<file path="config.mk">
export PLATFORM = sky130hd
export DESIGN_NAME = pzc_event_capture
export DESIGN_NICKNAME = d
export VERILOG_FILES = /design/src/rtl/pzc_event_capture.sv
export SDC_FILE = /design/constraint.sdc
export NUM_CORES = 2
export LEC_CHECK = 0
export BUFFER_PORTS_ARGS = -buffer_cell sky130_fd_sc_hd__clkbuf_2
export CAP_MARGIN = 5
export CORE_ASPECT_RATIO = 1.25
export CORE_MARGIN = 4
export CORE_UTILIZATION = 35
export CTS_CLUSTER_SIZE = 28
export DETAILED_ROUTE_END_ITERATION = 6
export PLACE_DENSITY_LB_ADDON = 0.08
export SLEW_MARGIN = 20
export SYNTH_ARGS = -nofsm -noshare
export SYNTH_HDL_FRONTEND = slang
export SYNTH_SLANG_ARGS = --single-unit
</file>
<file path="constraint.sdc">
create_clock -name clk -period 2.8 [get_ports clk]
set_clock_uncertainty 0.1 [all_clocks]
set_input_delay 0.42 -clock clk [delete_from_list [all_inputs] [get_ports clk]]
set_output_delay 0.42 -clock clk [all_outputs]
set_load 0.01 [all_outputs]
</file>
<file path="src/rtl/pzc_event_capture.sv">
// Pre/post-trigger window capture of the PZC sample stream with a request/valid readout port.
// Optional macro PZC_CAP_BT_QUALIFY_EN: trigger additionally requires bt_mask_in=1.
module pzc_event_capture #(
    parameter int DATA_BITS    = 29,
    parameter int DEPTH_LOG    = 6,
    parameter int PRE_SAMPLES  = 8,
    parameter int POST_SAMPLES = 24,
    parameter int BUNCH_POS    = 3564
) (
    input  logic                        clk,
    input  logic                        rst,
    input  logic signed [DATA_BITS-1:0] in_data,
    input  logic                        bt_mask_in,
    input  logic signed [DATA_BITS-1:0] threshold,
    input  logic                        arm,
    input  logic                        rd_req,
    output logic        [DATA_BITS-1:0] rd_data,
    output logic                        rd_valid,
    output logic                        busy,
    output logic                        done,
    output logic        [11:0]          trig_bcid,
    output logic        [15:0]          trig_count
);
    localparam int W     = PRE_SAMPLES + POST_SAMPLES + 1;
    localparam int DEPTH = 2 ** DEPTH_LOG;
    localparam int CNT_W = $clog2(W + 1);

    localparam logic [CNT_W-1:0]     PRE_LAST  = CNT_W'(PRE_SAMPLES > 0 ? PRE_SAMPLES - 1 : 0);
    localparam logic [CNT_W-1:0]     POST_LAST = CNT_W'(POST_SAMPLES > 0 ? POST_SAMPLES - 1 : 0);
    localparam logic [CNT_W-1:0]     W_LAST    = CNT_W'(W - 1);
    localparam logic [DEPTH_LOG-1:0] PRE_PTR   = DEPTH_LOG'(PRE_SAMPLES);
    localparam logic [DEPTH_LOG-1:0] PTR_ONE   = DEPTH_LOG'(1);
    localparam logic [CNT_W-1:0]     CNT_ONE   = CNT_W'(1);

    typedef enum logic [2:0] {IDLE, FILL, ARMED, POST, DONE} state_t;

    state_t                 state_q, state_d;
    logic [DEPTH_LOG-1:0]   wr_ptr_q, wr_ptr_d;
    logic [DEPTH_LOG-1:0]   rd_ptr_q, rd_ptr_d;
    logic [DEPTH_LOG-1:0]   trig_addr_q, trig_addr_d;
    logic [CNT_W-1:0]       pre_cnt_q, pre_cnt_d;
    logic [CNT_W-1:0]       post_cnt_q, post_cnt_d;
    logic [CNT_W-1:0]       rd_cnt_q, rd_cnt_d;
    logic [11:0]            bcid_q, bcid_d;
    logic [11:0]            trig_bcid_q, trig_bcid_d;
    logic [15:0]            trig_count_q, trig_count_d;
    logic [DATA_BITS-1:0]   rd_data_q, rd_data_d;
    logic                   rd_valid_q, rd_valid_d;
    logic                   busy_q, busy_d;
    logic                   done_q, done_d;
    logic                   wr_en;
    logic                   trig_hit;
    logic [DATA_BITS-1:0]   mem [DEPTH];

`ifdef PZC_CAP_BT_QUALIFY_EN
    assign trig_hit = (in_data > threshold) && bt_mask_in;
`else
    logic unused_bt_mask;
    assign unused_bt_mask = bt_mask_in;
    assign trig_hit       = (in_data > threshold);
`endif

    always_comb begin
        state_d      = state_q;
        wr_ptr_d     = wr_ptr_q;
        rd_ptr_d     = rd_ptr_q;
        trig_addr_d  = trig_addr_q;
        pre_cnt_d    = pre_cnt_q;
        post_cnt_d   = post_cnt_q;
        rd_cnt_d     = rd_cnt_q;
        trig_bcid_d  = trig_bcid_q;
        trig_count_d = trig_count_q;
        rd_data_d    = rd_data_q;
        rd_valid_d   = 1'b0;
        wr_en        = 1'b0;
        bcid_d       = (bcid_q == 12'(BUNCH_POS - 1)) ? 12'd0 : bcid_q + 12'd1;

        case (state_q)
            IDLE: begin
                if (arm) begin
                    pre_cnt_d = '0;
                    state_d   = (PRE_SAMPLES == 0) ? ARMED : FILL;
                end
            end
            FILL: begin
                wr_en     = 1'b1;
                wr_ptr_d  = wr_ptr_q + PTR_ONE;
                pre_cnt_d = pre_cnt_q + CNT_ONE;
                if (pre_cnt_q == PRE_LAST) state_d = ARMED;
            end
            ARMED: begin
                wr_en    = 1'b1;
                wr_ptr_d = wr_ptr_q + PTR_ONE;
                if (trig_hit) begin
                    trig_addr_d = wr_ptr_q;
                    trig_bcid_d = bcid_q;
                    if (trig_count_q != 16'hFFFF) trig_count_d = trig_count_q + 16'd1;
                    post_cnt_d = '0;
                    rd_cnt_d   = '0;
                    if (POST_SAMPLES == 0) begin
                        state_d  = DONE;
                        rd_ptr_d = wr_ptr_q - PRE_PTR;
                    end else begin
                        state_d = POST;
                    end
                end
            end
            POST: begin
                wr_en      = 1'b1;
                wr_ptr_d   = wr_ptr_q + PTR_ONE;
                post_cnt_d = post_cnt_q + CNT_ONE;
                if (post_cnt_q == POST_LAST) begin
                    state_d  = DONE;
                    rd_ptr_d = trig_addr_q - PRE_PTR;
                    rd_cnt_d = '0;
                end
            end
            DONE: begin
                if (rd_req) begin
                    rd_data_d  = mem[rd_ptr_q];
                    rd_valid_d = 1'b1;
                    rd_ptr_d   = rd_ptr_q + PTR_ONE;
                    rd_cnt_d   = rd_cnt_q + CNT_ONE;
                    if (rd_cnt_q == W_LAST) state_d = IDLE;
                end
            end
            default: state_d = IDLE;
        endcase

        busy_d = (state_d == FILL) || (state_d == ARMED) || (state_d == POST);
        // done stays up through the final rd_valid so the reader sees the last word inside the window
        done_d = (state_d == DONE) || rd_valid_d;
    end

    always_ff @(posedge clk or negedge rst) begin
        if (!rst) begin
            state_q      <= IDLE;
            wr_ptr_q     <= '0;
            rd_ptr_q     <= '0;
            trig_addr_q  <= '0;
            pre_cnt_q    <= '0;
            post_cnt_q   <= '0;
            rd_cnt_q     <= '0;
            bcid_q       <= '0;
            trig_bcid_q  <= '0;
            trig_count_q <= '0;
            rd_data_q    <= '0;
            rd_valid_q   <= 1'b0;
            busy_q       <= 1'b0;
            done_q       <= 1'b0;
        end else begin
            state_q      <= state_d;
            wr_ptr_q     <= wr_ptr_d;
            rd_ptr_q     <= rd_ptr_d;
            trig_addr_q  <= trig_addr_d;
            pre_cnt_q    <= pre_cnt_d;
            post_cnt_q   <= post_cnt_d;
            rd_cnt_q     <= rd_cnt_d;
            bcid_q       <= bcid_d;
            trig_bcid_q  <= trig_bcid_d;
            trig_count_q <= trig_count_d;
            rd_data_q    <= rd_data_d;
            rd_valid_q   <= rd_valid_d;
            busy_q       <= busy_d;
            done_q       <= done_d;
        end
    end

    always_ff @(posedge clk) begin
        if (wr_en) mem[wr_ptr_q] <= in_data;
    end

    assign rd_data    = rd_data_q;
    assign rd_valid   = rd_valid_q;
    assign busy       = busy_q;
    assign done       = done_q;
    assign trig_bcid  = trig_bcid_q;
    assign trig_count = trig_count_q;
endmodule

</file>
==> flow_summary.ini <==
[timing]
setup_viol = 29
rsz0062_at_grt = true
setup_slack_ns = -0.417
drv_slew = 0
fin_crit_sh_pct = 115
worst_pin_slew_ns = 0.894
fin_crit_ns = 3.22
fmaxAchievable_ghz = 0.311
hold_violations = 0
slew_headroom_pct = 40.2

[pwr]
p_total_uw = 73600
p_leak_uw = 0.0295
power.density_nw_per_um2 = 804
peakVddDrop_uv = 514

[detailed_routing]
avgViaCountPerCell = 5.31
routed-via-count = 36119
firstDrtPassIters = 5
post_drt_wl_per_cell_um = 32.1
wirelength_um = 219000
drcViolationCount = 0
postRouteAntennaNets = 0
drt_iter0_drc = 3215

[synthesis]
synthesis.area_um2 = 76100
synth_area_leaders = edfxtp_1 73%, mux4_2 18%, dfrtp_1 3.7%
yosysMostFrequentCell = edfxtp_1
yosys_register_bits = 1967
ys.flop_type = edfxtp_1
synth_nets = 3329
async_flop_share_pct = 5.64
synth_top_cells_by_count = 1856 x edfxtp_1, 609 x mux4_2, 111 x dfrtp_1
syn_avg_cell_area_um2 = 23.6
synth_cell_types = 49
synth_xor_area_share_pct = 0.322
yosysTopAreaCell = edfxtp_1
yosys.area.top_type_share_pct = 73.3
yosysWarnings = 0
synth_compound_area_share_pct = 0.628
syn_inst = 3228
synth_mux_area_share_pct = 18.8
synthSimpleGateAreaFrac_pct = 1.53
synthAdderAreaFrac_pct = 0.625
synth-seq-area-share_pct = 76.9
synth_enable_flop_cells = 1856
synth_top_family_by_area = multiplexers

[setup_path]
worst_setup_path_start_kind = flip-flop
worst_ep_required_time_ns = 3.40
crit_fanout = 6
path_class = flip-flop to flip-flop
worst-path-buf-inv = 4
crit_cells = 8
crit_family = multiplexers
path_cells = buf_12 -> buf_12 -> buf_12 -> buf_12 -> mux4_2 -> mux4_2 -> mux4_2 -> mux2_4
critPathMaxStageDelay_ns = 0.58
crit_top_cell = buf_12
rr_worst_depth = 8
cp-end-kind = flip-flop
arrival_ns = 3.81
critPathSlowestCell = mux4_2

[cells_and_area]
drive_above_1_share_pct = 37.4
area_growth_pct = 20.2
nFillCells = 18670
layout.cells.non_filler = 6807
nets = 3856
fin_area_um2 = 91500
final_util_pct = 42.2

[die]
die-width_um = 425
initial_core_util_pct = 35.1
die_h_um = 529
core-area_um2 = 217000
row_count = 191
io_pins = 123
die_area_um2 = 225000

[cts]
insertion_delay_ns = 0.83
path_clk_slew_ns = 0.06
cts.sinks = 1967
clk_path_buf_depth = 4
h-tree-depth = 4
root_buffer = clkbuf_16
cts_tree = built
cts_buffers = 199

[worst_hold_path]
hold_path_class = input pin to flip-flop
min_delay_path_depth = 3

[global_routing]
grt_pass1_wl_um = 305000
antenna_found_initial = 20
grt_max_degree = 65
grt_pass1_vias = 38668
grtUsageTotal_pct = 19.4
overflow = 0

[placed_design]
hpwl_um = 135000
place_inst = 6394
place.gp.congestion = 0.772
dpl_worst_slack_ns = -0.664
placed_area_um2 = 83900
numPortBuffers = 121

[status]
violations = negative setup slack
status = finished with violations

[run]
max_cap_violations = 0
-- cells by family (layout without fill, tap and decap cells) --
group / after synthesis / count (layout)
flip-flops: 1967 / 1967
multiplexers: 661 / 661
AND/OR/NAND/NOR: 248 / 248
buffers and inverters: 204 / 883
AO/OA/AOI/OAI: 82 / 82
adder cells (fa/ha/maj): 38 / 38
XOR/XNOR: 28 / 28
other: 0 / 5
-- registers in the layout (all words and copies together), names as in the netlist --
name and count:
mem 1856, rd_data 29, trig_count 16, bcid_q 12
trig_bcid 12, post_cnt_q 6, pre_cnt_q 6, rd_cnt_q 6
rd_ptr_q 6, trig_addr_q 6, wr_ptr_q 6, state_q 3
busy 1, done 1, rd_valid 1
-- repair_timing --
| item | CTS | global route |
|---|---|---|
| endpoints found under the hold margin | 84 | 1 |
| pin swaps | 0 | 2 |
| setup endpoints to repair | 29 | 44 |
| gates resized for setup | 61 | 26 |
| hold buffers | 12 | 1 |
| setup buffers | 20 | 6 |
| cloned | 9 | 9 |
-- power by group --
| part | internal [µW] | total (µW) | leakage [µW] | switching, µW |
|---|---|---|---|---|
| logic | 5470 | 12800 | 0.00827 | 7290 |
| registers | 34000 | 34700 | 0.0182 | 716 |
| clock network | 15100 | 26100 | 0.00309 | 11000 |
-- through the flow --
step	setup TNS (ns)	hold WS, ns
finish	-10.45	0.0916
global placement	-35.84	0.372
floorplan	-218.35	0.0244
global route	-11.70	0.0304
CTS	-10.63	0.00500
detailed placement	-36.62	0.375
-- path summary, 6_finish.rpt --
path / start / end / slack (ns)
worst max-delay path: rd_ptr_q[0] / rd_data[9] / -0.42
worst min-delay path: in_data[16] / mem[31][16] / 0.09
worst max register to register: rd_ptr_q[0] / rd_data[9] / -0.42
worst min register to register: trig_addr_q[4] / trig_addr_q[4] / 0.39
max in group asynchronous: rst / rd_data[26] / 1.74
min in group asynchronous: rst / trig_count[11] / 0.17
-- cell type report --
type / count / area [µm²] / area share [%]
multi-input combinational: 1057 / 17200 / 18.9
timing repair buffer: 485 / 5590 / 6.11
sequential: 1967 / 58500 / 64.0
clock inverter: 106 / 955 / 1.04
inverter: 45 / 169 / 0.185
clock buffer: 247 / 5340 / 5.83
tap: 2895 / 3620 / 3.96
antenna: 5 / 12.5 / 0.0137
-- tightest hold or removal path, cell delays in order --
cell and delay, ns:
clkbuf_2 0.11, buf_12 0.15, buf_4 0.20
-- layout by cell type (no fill, tap or decap), types with 20 or more instances in the layout --
cell       Yosys  final
a21oi_1       31     31
buf_12         0    118
buf_16         0     23
buf_4         24    178
buf_6          3     20
clkbuf_1      85     35
clkbuf_16      0    211
clkbuf_2       0    119
clkinv_1       0     44
clkinv_2       0     34
dfrtp_1      111    105
edfxtp_1    1856   1856
ha_1          38     38
inv_1         44     44
mux2_1        21     21
mux2_4         0     24
mux4_2       609    609
nand2_1       46     46
nand3_1       30     30
nand4_1       21     21
nor2_1        99     34
nor2_4         0     64
xor2_1        21     21
-- layer usage --
| layer | GRT usage (%) | wire length, µm | share of wire (%) |
|---|---|---|---|
| met5 | 0 | 34 | 0.016 |
| met4 | 4.45 | 5620 | 2.6 |
| met3 | 2.72 | 10900 | 5.0 |
| met2 | 34.6 | 114000 | 52 |
| met1 | 25.0 | 88200 | 40 |
No activity file was read; power rests on OpenSTA's default activity.
